===== config.mk =====
export PLATFORM = sky130hd
export DESIGN_NAME = seg_mux_scheduler
export DESIGN_NICKNAME = d
export VERILOG_FILES = /design/src/rtl/seg_mux_scheduler.sv
export SDC_FILE = /design/constraint.sdc
export NUM_CORES = 1
export LEC_CHECK = 0
export ABC_AREA = 1
export BUFFER_PORTS_ARGS = -buffer_cell sky130_fd_sc_hd__buf_2
export CAP_MARGIN = 20
export CORE_ASPECT_RATIO = 1.5
export CORE_MARGIN = 2
export CORE_UTILIZATION = 57
export CTS_CLUSTER_DIAMETER = 150
export CTS_CLUSTER_SIZE = 8
export DETAILED_ROUTE_END_ITERATION = 6
export PLACE_DENSITY = 0.82
export SKIP_LAST_GASP = 1
export SLEW_MARGIN = 10
export SYNTH_ARGS = -nofsm -noshare
export SYNTH_HDL_FRONTEND = slang
export SYNTH_SLANG_ARGS = --single-unit

===== constraint.sdc =====
create_clock -name clk -period 3.6 [get_ports clk]
set_clock_uncertainty 0.15 [all_clocks]
set_input_delay 0.54 -clock clk [delete_from_list [all_inputs] [get_ports clk]]
set_output_delay 0.54 -clock clk [all_outputs]
set_load 0.01 [all_outputs]

===== src/rtl/seg_mux_scheduler.sv =====
// rtl/seg_mux_scheduler.sv - time-multiplexed scan controller for a shared seven-segment decoder
//
// Ports:
//   clk          system clock
//   reset        asynchronous, active-low reset
//   run          1 = scan digits, 0 = force all digits off and restart the scan
//   digits_in    nibble k at [4k+3:4k], digit 0 rightmost
//   upd_valid    digits_in is valid
//   upd_ready    a new display value can be accepted
//   hex_sel      nibble of the current digit for the shared decoder
//   enable       active-low digit enables, at most one bit low
//   digit_idx    current digit index
//   frame_start  one-cycle pulse on the first lit cycle of digit 0
module seg_mux_scheduler #(
   parameter int N_DIGITS     = 2,
   parameter int DWELL_CYCLES = 4,
   parameter int BLANK_CYCLES = 2
) (
   input  logic                        clk,
   input  logic                        reset,
   input  logic                        run,
   input  logic [4*N_DIGITS-1:0]       digits_in,
   input  logic                        upd_valid,
   output logic                        upd_ready,
   output logic [3:0]                  hex_sel,
   output logic [N_DIGITS-1:0]         enable,
   output logic [$clog2(N_DIGITS)-1:0] digit_idx,
   output logic                        frame_start
);

   localparam int IW   = $clog2(N_DIGITS);
   localparam int MAXC = (DWELL_CYCLES > BLANK_CYCLES) ? DWELL_CYCLES : BLANK_CYCLES;
   localparam int CW   = $clog2(MAXC + 1);

   typedef enum logic {BLANK, SHOW} state_t;

   state_t                state, state_n;
   logic [CW-1:0]         cnt, cnt_n;
   logic [IW-1:0]         idx_n;
   logic [N_DIGITS-1:0]   enable_n;
   logic                  boundary;
   logic [4*N_DIGITS-1:0] shadow, pending;
   logic                  pend_full;

   always_comb begin
      state_n  = state;
      cnt_n    = cnt + CW'(1);
      idx_n    = digit_idx;
      boundary = 1'b0;
      enable_n = '1;
      if (!run) begin
         state_n = BLANK;
         cnt_n   = '0;
         idx_n   = '0;
      end else begin
         case (state)
            BLANK: begin
               if (cnt == CW'(BLANK_CYCLES - 1)) begin
                  state_n  = SHOW;
                  cnt_n    = '0;
                  // Entering digit 0 is the only point where a new frame may be loaded.
                  boundary = (digit_idx == '0);
               end
            end
            SHOW: begin
               if (cnt == CW'(DWELL_CYCLES - 1)) begin
                  state_n = BLANK;
                  cnt_n   = '0;
                  // Advance while dark so the decoder settles before the next digit lights.
                  idx_n   = (digit_idx == IW'(N_DIGITS - 1)) ? '0 : digit_idx + IW'(1);
               end
            end
            default: begin
               state_n = BLANK;
               cnt_n   = '0;
            end
         endcase
      end
      // Enables come from the next state so they switch exactly on the transition edge.
      for (int k = 0; k < N_DIGITS; k++) begin
         if (state_n == SHOW && idx_n == IW'(k)) enable_n[k] = 1'b0;
      end
   end

   always_ff @(posedge clk or negedge reset) begin
      if (!reset) begin
         state       <= BLANK;
         cnt         <= '0;
         digit_idx   <= '0;
         enable      <= '1;
         frame_start <= 1'b0;
      end else begin
         state       <= state_n;
         cnt         <= cnt_n;
         digit_idx   <= idx_n;
         enable      <= enable_n;
         frame_start <= boundary;
      end
   end

   // One-deep pending buffer; shadow only changes at a frame boundary so a frame never tears.
   // Data offered on the boundary edge itself lands in pending, never straight in shadow.
   always_ff @(posedge clk or negedge reset) begin
      if (!reset) begin
         shadow    <= '0;
         pending   <= '0;
         pend_full <= 1'b0;
      end else if (boundary && pend_full) begin
         shadow    <= pending;
         pend_full <= 1'b0;
      end else if (upd_valid && !pend_full) begin
         pending   <= digits_in;
         pend_full <= 1'b1;
      end
   end

   assign upd_ready = ~pend_full;

   always_comb begin
      hex_sel = 4'h0;
      for (int k = 0; k < N_DIGITS; k++) begin
         if (digit_idx == IW'(k)) hex_sel = shadow[4*k +: 4];
      end
   end

endmodule


### After elaboration in Yosys (flattened, before gate mapping)

Cells that the tools add are included.

| cells by class | value |
|---|---|
| mux-type cells | 20 |
| $add $sub $neg | 2 |
| equality and inequality tests | 2 |
| bitwise logic cells | 5 |
| reduce and logical (&&, ||, !) cells | 7 |

Operators with widths:

| operator | number |
|---|---|
| $mux W1 | 14 |
| $mux W3 | 3 |
| $pmux W3 S2 | 1 |
| $not A1 Y1 | 5 |
| $logic_and A1 B1 Y1 | 4 |
| $mux W4 | 1 |
| $add A3 B1 Y3 const B | 1 |
| $eq A3 B1 Y1 const B | 1 |
| $eq A3 B2 Y1 const B | 1 |
| $pmux W1 S2 | 1 |
| $reduce_and A2 Y1 | 1 |
| $reduce_bool A2 Y1 | 1 |
| $add A1 B1 Y1 const B | 1 |
| $logic_not A1 Y1 | 1 |

| storage, ports and cells | value |
|---|---|
| logic and storage cells | 44 |
| output and inout port bits | 9 |
| register bits after elaboration | 25 |
| input bits | 12 |

### Depth between registers and ports, before layout

Gate-level depths: netlist of the first run.

| depth | value |
|---|---|
| depth after elaboration | 8 |
| depth in mapped cells | 7 |
| mapped depth without buffers | 7 |

### Worst setup path after synthesis of the first run

OpenSTA, ideal clock, no wires.

| timing | value |
|---|---|
| path kind | flip-flop to output port |
| start | register digit_idx |
| end | output port hex_sel[0] |
| data arrival time | 0.845 ns |
| buffers on the path | 1 |
| required time | 2.910 ns |
| stages on the path, launching flop included | 5 |
| path slack | 2.065 ns |
| path through | dfrtp_1 buf_4 inv_1 nand2_1 nand2_1 |

| between the ends | value |
|---|---|
| cells in the longest elaborated chain, start to end | 1 |

RTL lines:

| item | line | text |
|---|---|---|
| from (decl) | 27 | `output logic [$clog2(N_DIGITS)-1:0] digit_idx,` |
| from (signal assigned) | 95 | `digit_idx <= idx_n;` |
| $mux W4 | 122 | `if (digit_idx == IW'(k)) hex_sel = shadow[4*k +: 4];` |
| to (decl) | 25 | `output logic [3:0] hex_sel,` |

Every way passes these cells.

### Worst setup path after layout of the first run

| timing | value |
|---|---|
| start | register digit_idx |
| end | output port hex_sel[3] |

Same word-level chain as after synthesis.

==> metrics.md, run 1 <==
| Metric | Value |
|---|---|
| Dominant cells by area after synthesis | `dfrtp_1 (51%), nand2_1 (17%), dfstp_2 (4.6%)` |
| Final WL | `1.906 mm` |
| CTS max path bufs | `2` |
| Maximum vdd drop | `0.0003755 V` |
| Leak Pwr | `0.6922 nW` |
| Mux contribution to synthesized area | `0%` |
| Critical Path End Type | `primary output` |
| Post-Syn Nets | `139` |
| Vias/cell | `5.261` |
| Fin area | `1270 sq um` |
| Post-DRT Antenna Nets | `0` |
| Commonest non-fill, non-tap cell in the layout | `nand2_1` |
| Yosys Warn Count | `0` |
| DP Worst Slack | `1.873 ns` |
| Max cap viols | `0` |
| Final WS setup | `1.505 ns` |
| Setup repair bufs after CTS | `0` |
| Synth area leader | `dfrtp_1` |
| Die X-Extent | `40.41 um` |
| Asr flop ratio synth | `100.0%` |
| Residual DRC | `0` |
| Avg Cell Area, Syn | `9.216 sq um` |
| CTS buffer count | `3` |
| H-tree Lvls | `1` |
| Max Freq | `477.4 MHz` |
| Min cycle time layout | `2.095 ns` |
| Placed Area | `1240 sq um` |
| First-pass GRT wire length | `3.318 mm` |
| Share of layout cells above drive strength 1 | `23.61%` |
| WS Path Type | `register to primary output` |
| Synth-to-Final Area Change | `12.03%` |
| CTS sink cnt | `25` |
| Area share of the largest cell type after synthesis | `50.77%` |
| Vias in the first global route | `839` |
| Mapped Cells | `123` |
| Slew @ Worst Pin | `0.5225 ns` |
| Final Wtd Congestion | `0.7116` |
| Initial Utilization | `61.13%` |
| Total track usage | `20.55%` |
| Slew Limit Fails | `0` |
| Max transition margin | `65.17%` |
| Initial antenna violation count | `0` |
| Max FO, Critical Path | `9` |
| Crit path DAT | `1.40 ns` |
| Xor/xnor share of the synthesized area | `0%` |
| CP required | `2.91 ns` |
| Pre-antenna DRT Iters | `4` |
| Post-CTS sizing | `0` |
| Initial DRC count | `19` |
| Ports | `21` |
| Die Height | `58.62 um` |
| Via count | `868` |
| Final Cycle Share | `58.18%` |
| Final HPWL DP | `1.498 mm` |
| Hold Crit Class | `input pin to async pin` |
| Root Buffer Master | `clkbuf_4` |
| Global route total overflow | `0` |
| Post-synth EDFFs | `0` |
| Distinct cells, synth | `23` |
| Rows | `19` |
| Antenna Cells | `0` |
| Ys flop type | `dfrtp_1` |
| Power Dens Cells | `643.2 nW/um^2` |
| Largest net degree at the start of global routing | `26` |
| CP startpoint kind | `register` |
| Yosys reg bits | `25` |
| Setup tns final | `0 ns` |
| Share of synthesized cell area in full adder, half adder and majority cells | `4.415%` |
| Clock slew at reported path FFs | `0.13 ns` |
| Simple-gate area share of the yosys netlist | `32.89%` |
| Nets | `161` |
| Outcome | `complete, no violations` |
| Combinational family with the most area after synthesis | `simple AND/OR/NAND/NOR gates` |
| Floorplan core area | `1854 sq um` |
| Port Buffers | `20` |
| Setup Viol. Count Final | `0` |
| Wire per inst | `11.55 um` |
| Worst-Skew Late Latency | `0.32 ns` |
| Post-Synthesis Cell Area | `1134 sq um` |
| Die Footprint | `2369 sq um` |
| Seq/Total Area, Yosys | `55.41%` |
| Synth Area in Compound Gates | `2.097%` |
| Final hold vios | `0` |
| RSZ-0062 raised after global routing | `false` |
| CTS tree | `built` |
| Most frequent cells in the layout | `nand2_1 (52), dfrtp_1 (23), buf_2 (20)` |
| Cts hold-fix bufs | `0` |
-- cell families after synthesis --
logic type / after synthesis
simple gates: 77
flops: 25
buf+inv: 13
compound gates: 4
fa+ha+maj: 4
-- cell usage after synthesis, types with 2 or more instances --
| master | count |
|---|---|
| buf_4 | 2 |
| dfrtp_1 | 23 |
| dfstp_2 | 2 |
| ha_1 | 4 |
| inv_1 | 8 |
| nand2_1 | 52 |
| nand3_1 | 8 |
| nand4_1 | 8 |
| nor2_1 | 2 |
-- worst max-delay path, stage by stage, from the launching register on --
cell	delay, ns
dfrtp_1	0.60
inv_1	0.20
nand2_1	0.10
nand2_1	0.05
buf_2	0.13
-- metrics by stage --
| stage | cells | power (mW) | utilization (%) | hold slack [ns] |
|---|---|---|---|---|
| final | 165 | 0.8168 | 68.49 | 0.01415 |
| after global routing | 165 | 0.8914 | 68.49 | 0.03821 |
| after CTS | 165 | 0.8247 | 68.49 | 0.03407 |
| after detailed placement | 161 | 0.6995 | 66.87 | 0.3093 |
| after global placement | 161 | 0.6852 | 66.87 | 0.2982 |
| after floorplan | 123 | 0.6191 | - | 0.09441 |
-- where the power goes --
part	switching, mW	total [mW]	internal, mW	leakage, nW
combinational	0.141	0.235	0.0946	0.364
clock	0.0852	0.128	0.0426	0.0139
sequential	0.0692	0.454	0.385	0.314
-- worst paths after layout --
kind                               from          to  slack [ns]  cells past startpoint
setup / recovery              digit_idx  hex_sel[3]        1.51                      4
min in group clk           digits_in[4]  pending[4]        0.28                      3
hold / removal                    reset      cnt[2]        0.01                      1
hold reg to reg                  cnt[0]      cnt[0]        0.33                      1
max in group asynchronous         reset   enable[0]        2.92                      1
setup reg to reg                 cnt[0]      cnt[0]        2.09                      7
-- registers in the layout (all words and copies together) (netlist names) --
| signal | cells |
|---|---|
| pend_full | 1 |
| state | 1 |
| enable | 2 |
| frame_start | 1 |
| cnt | 3 |
| digit_idx | 1 |
| shadow | 8 |
| pending | 8 |
-- per-layer routing --
metal  part of all wire [%]  GRT usage [%]  vias to the layer above
li1                       -              -                      433
met3                    4.8          3.396                        5
met1                     39          20.73                      406
met4                    2.4          10.00                        0
met2                     54          37.41                       24
met5                      0              0                        -
-- final cells by class --
cell class | count | area, sq um
Tap cell | 21 | 26.28
Fill cell | 166 | 584.3
Timing Repair Buffer | 20 | 100.1
Clock buffer | 3 | 22.52
Sequential cell | 25 | 628.1
Inverter | 10 | 38.79
Clock inverter | 1 | 7.507
Multi-Input combinational cell | 85 | 446.7
Note: power is estimated with default switching activity, not from simulation.
==> inputs of run 2 (changes only) <==
--- a/config.mk
+++ b/config.mk
@@ -10,11 +10,11 @@
 export CAP_MARGIN = 20
 export CORE_ASPECT_RATIO = 1.5
 export CORE_MARGIN = 2
-export CORE_UTILIZATION = 57
+export CORE_UTILIZATION = 53
 export CTS_CLUSTER_DIAMETER = 150
 export CTS_CLUSTER_SIZE = 8
 export DETAILED_ROUTE_END_ITERATION = 6
-export PLACE_DENSITY = 0.82
+export PLACE_DENSITY = 0.77
 export SKIP_LAST_GASP = 1
 export SLEW_MARGIN = 10
 export SYNTH_ARGS = -nofsm -noshare
==> constraint.sdc (replaced) <==
create_clock -name clk -period 2 [get_ports clk]
set_clock_uncertainty 0.15 [all_clocks]
set_input_delay 0.3 -clock clk [delete_from_list [all_inputs] [get_ports clk]]
set_output_delay 0.3 -clock clk [all_outputs]
set_load 0.01 [all_outputs]
==> run 2 against run 1 <==
Die area rose by 6.9%. Global-route usage fell by 2.6 points. Total power rose by 79%. Combinational power rose by 81%. First-iteration DRC count fell by 37%. Design area rose by 0.69%. Non-clock buffer count rose by 1.
==> metrics.md, run 2 (synthesized netlist as in run 1, its figures left out) <==
| Metric | Value |
|---|---|
| Final hold vios | `0` |
| Port Buffers | `20` |
| Total track usage | `17.93%` |
| Min cycle time layout | `1.834 ns` |
| Power Dens Cells | `1145 nW/um^2` |
| RSZ-0062 raised after global routing | `false` |
| Setup crit end | `hex_sel[3]` |
| Clock slew at reported path FFs | `0.13 ns` |
| WS Path Type | `register to primary output` |
| Post-CTS sizing | `0` |
| CP required | `1.55 ns` |
| Hold slack | `0.05595 ns` |
| Synth-to-Final Area Change | `12.80%` |
| Final Wtd Congestion | `0.8288` |
| Final WL | `1.915 mm` |
| Largest net degree at the start of global routing | `26` |
| Pre-antenna DRT Iters | `4` |
| CTS max path bufs | `2` |
| Hold Crit Class | `input pin to register` |
| Worst-Skew Late Latency | `0.31 ns` |
| Initial antenna violation count | `0` |
| Final Cycle Share | `91.69%` |
| Nets | `162` |
| Final HPWL DP | `1.471 mm` |
| Die Footprint | `2532 sq um` |
| Setup Viol. Count Final | `0` |
| Setup tns final | `0 ns` |
| DP Worst Slack | `0.5000 ns` |
| DP Cell Count | `162` |
| Critical Path End Type | `primary output` |
| Initial DRC count | `12` |
| Layout Cells excl Fill | `167` |
| Via count | `865` |
| First-pass GRT wire length | `3.456 mm` |
| CTS buffer count | `3` |
| Outcome | `complete, no violations` |
| Initial Utilization | `55.93%` |
| CP startpoint kind | `register` |
| Die X-Extent | `41.76 um` |
| Root Buffer Master | `clkbuf_4` |
| Post-DRT Antenna Nets | `0` |
| R2R cell count | `7` |
| Slew @ Worst Pin | `0.5279 ns` |
| Antenna Cells | `0` |
| Share of layout cells above drive strength 1 | `23.45%` |
| Maximum vdd drop | `0.0006383 V` |
| Floorplan core area | `2027 sq um` |
| Leak Pwr | `0.7002 nW` |
| Vias/cell | `5.180` |
| Layout Utilization | `63.09%` |
| Worst reg2reg path startpoint | `cnt[0]` |
| Residual DRC | `0` |
| Most frequent cells in the layout | `nand2_1 (52), dfrtp_1 (23), buf_2 (20)` |
| H-tree Lvls | `1` |
| Wire per inst | `11.47 um` |
| R2r setup slk | `0.49 ns` |
| Commonest non-fill, non-tap cell in the layout | `nand2_1` |
| Global route total overflow | `0` |
| Rows | `20` |
| Die Height | `60.64 um` |
| Biggest regs | `pending (8), shadow (8), cnt (3)` |
| Vias in the first global route | `865` |
| Slew Limit Fails | `0` |
| Max FO, Critical Path | `9` |
| Final WS setup | `0.1661 ns` |
| Crit path from | `digit_idx` |
| Crit path DAT | `1.38 ns` |
| Fillers | `182` |
| Max cap viols | `0` |
| Crit Reg-Reg Endpoint | `cnt[0]` |
| CTS tree | `built` |
| CTS sink cnt | `25` |
| Ports | `21` |
| Max Freq | `545.3 MHz` |
| Max transition margin | `64.81%` |
==> run 2: cell count changes in the layout (fill, tap and decap cells not counted) <==
cell	before	now
clkinv_2	1	2
clkinvlp_4	1	0
dlygate4sd3_1	0	1
==> run 2: routing by layer <==
layer / vias up / GRT usage, % / wire [um]
met1: 400 / 18.79 / 747
met5: - / 0 / 0
li1: 439 / - / -
met3: 5 / 2.083 / 81
met2: 21 / 34.38 / 1043
met4: 0 / 10.60 / 42
==> run 2: power breakdown <==
part / internal [mW] / total [mW] / switching, mW
logic: 0.172 / 0.425 / 0.253
clock network: 0.0748 / 0.218 / 0.143
registers: 0.692 / 0.821 / 0.129
==> run 2: layout make-up <==
cell class              count  area (sq um)  area share (%)
flip-flops and latches     25         628.1           49.12
multi-input cells          85         446.7           34.93
repair buffers             21         110.1           8.611
inverters                  10         38.79           3.033
well taps                  22         27.53           2.153
clock buffers               3         22.52           1.761
clock inverters             1         5.005          0.3914
==> run 2: worst min-delay path by stage <==
stage | from | end | cells after the start
after floorplan | reset | cnt[0] | 0
after global placement | reset | cnt[0] | 1
after detailed placement | reset | cnt[2] | 1
after CTS | digits_in[5] | pending[5] | 3
after global routing | digits_in[7] | pending[7] | 3
final | digits_in[5] | pending[5] | 3
==> run 2: timing repair <==
item,4_1_cts,5_1_grt
hold endpoints to repair,23,0
hold buffers,1,0
buffers inserted,0,0
==> run 2: critical path, cell delays in order (launching register included) <==
cell and delay [ns]:
dfrtp_1 0.59, inv_1 0.19, nand2_1 0.10, nand2_1 0.05
buf_2 0.13
==> run 2: metrics by stage <==
stage	area, sq um	total power [mW]
CTS	1279	1.477
floorplan	1134	1.114
detailed placement	1241	1.262
global placement	1241	1.239
finish	1279	1.465
global route	1279	1.595
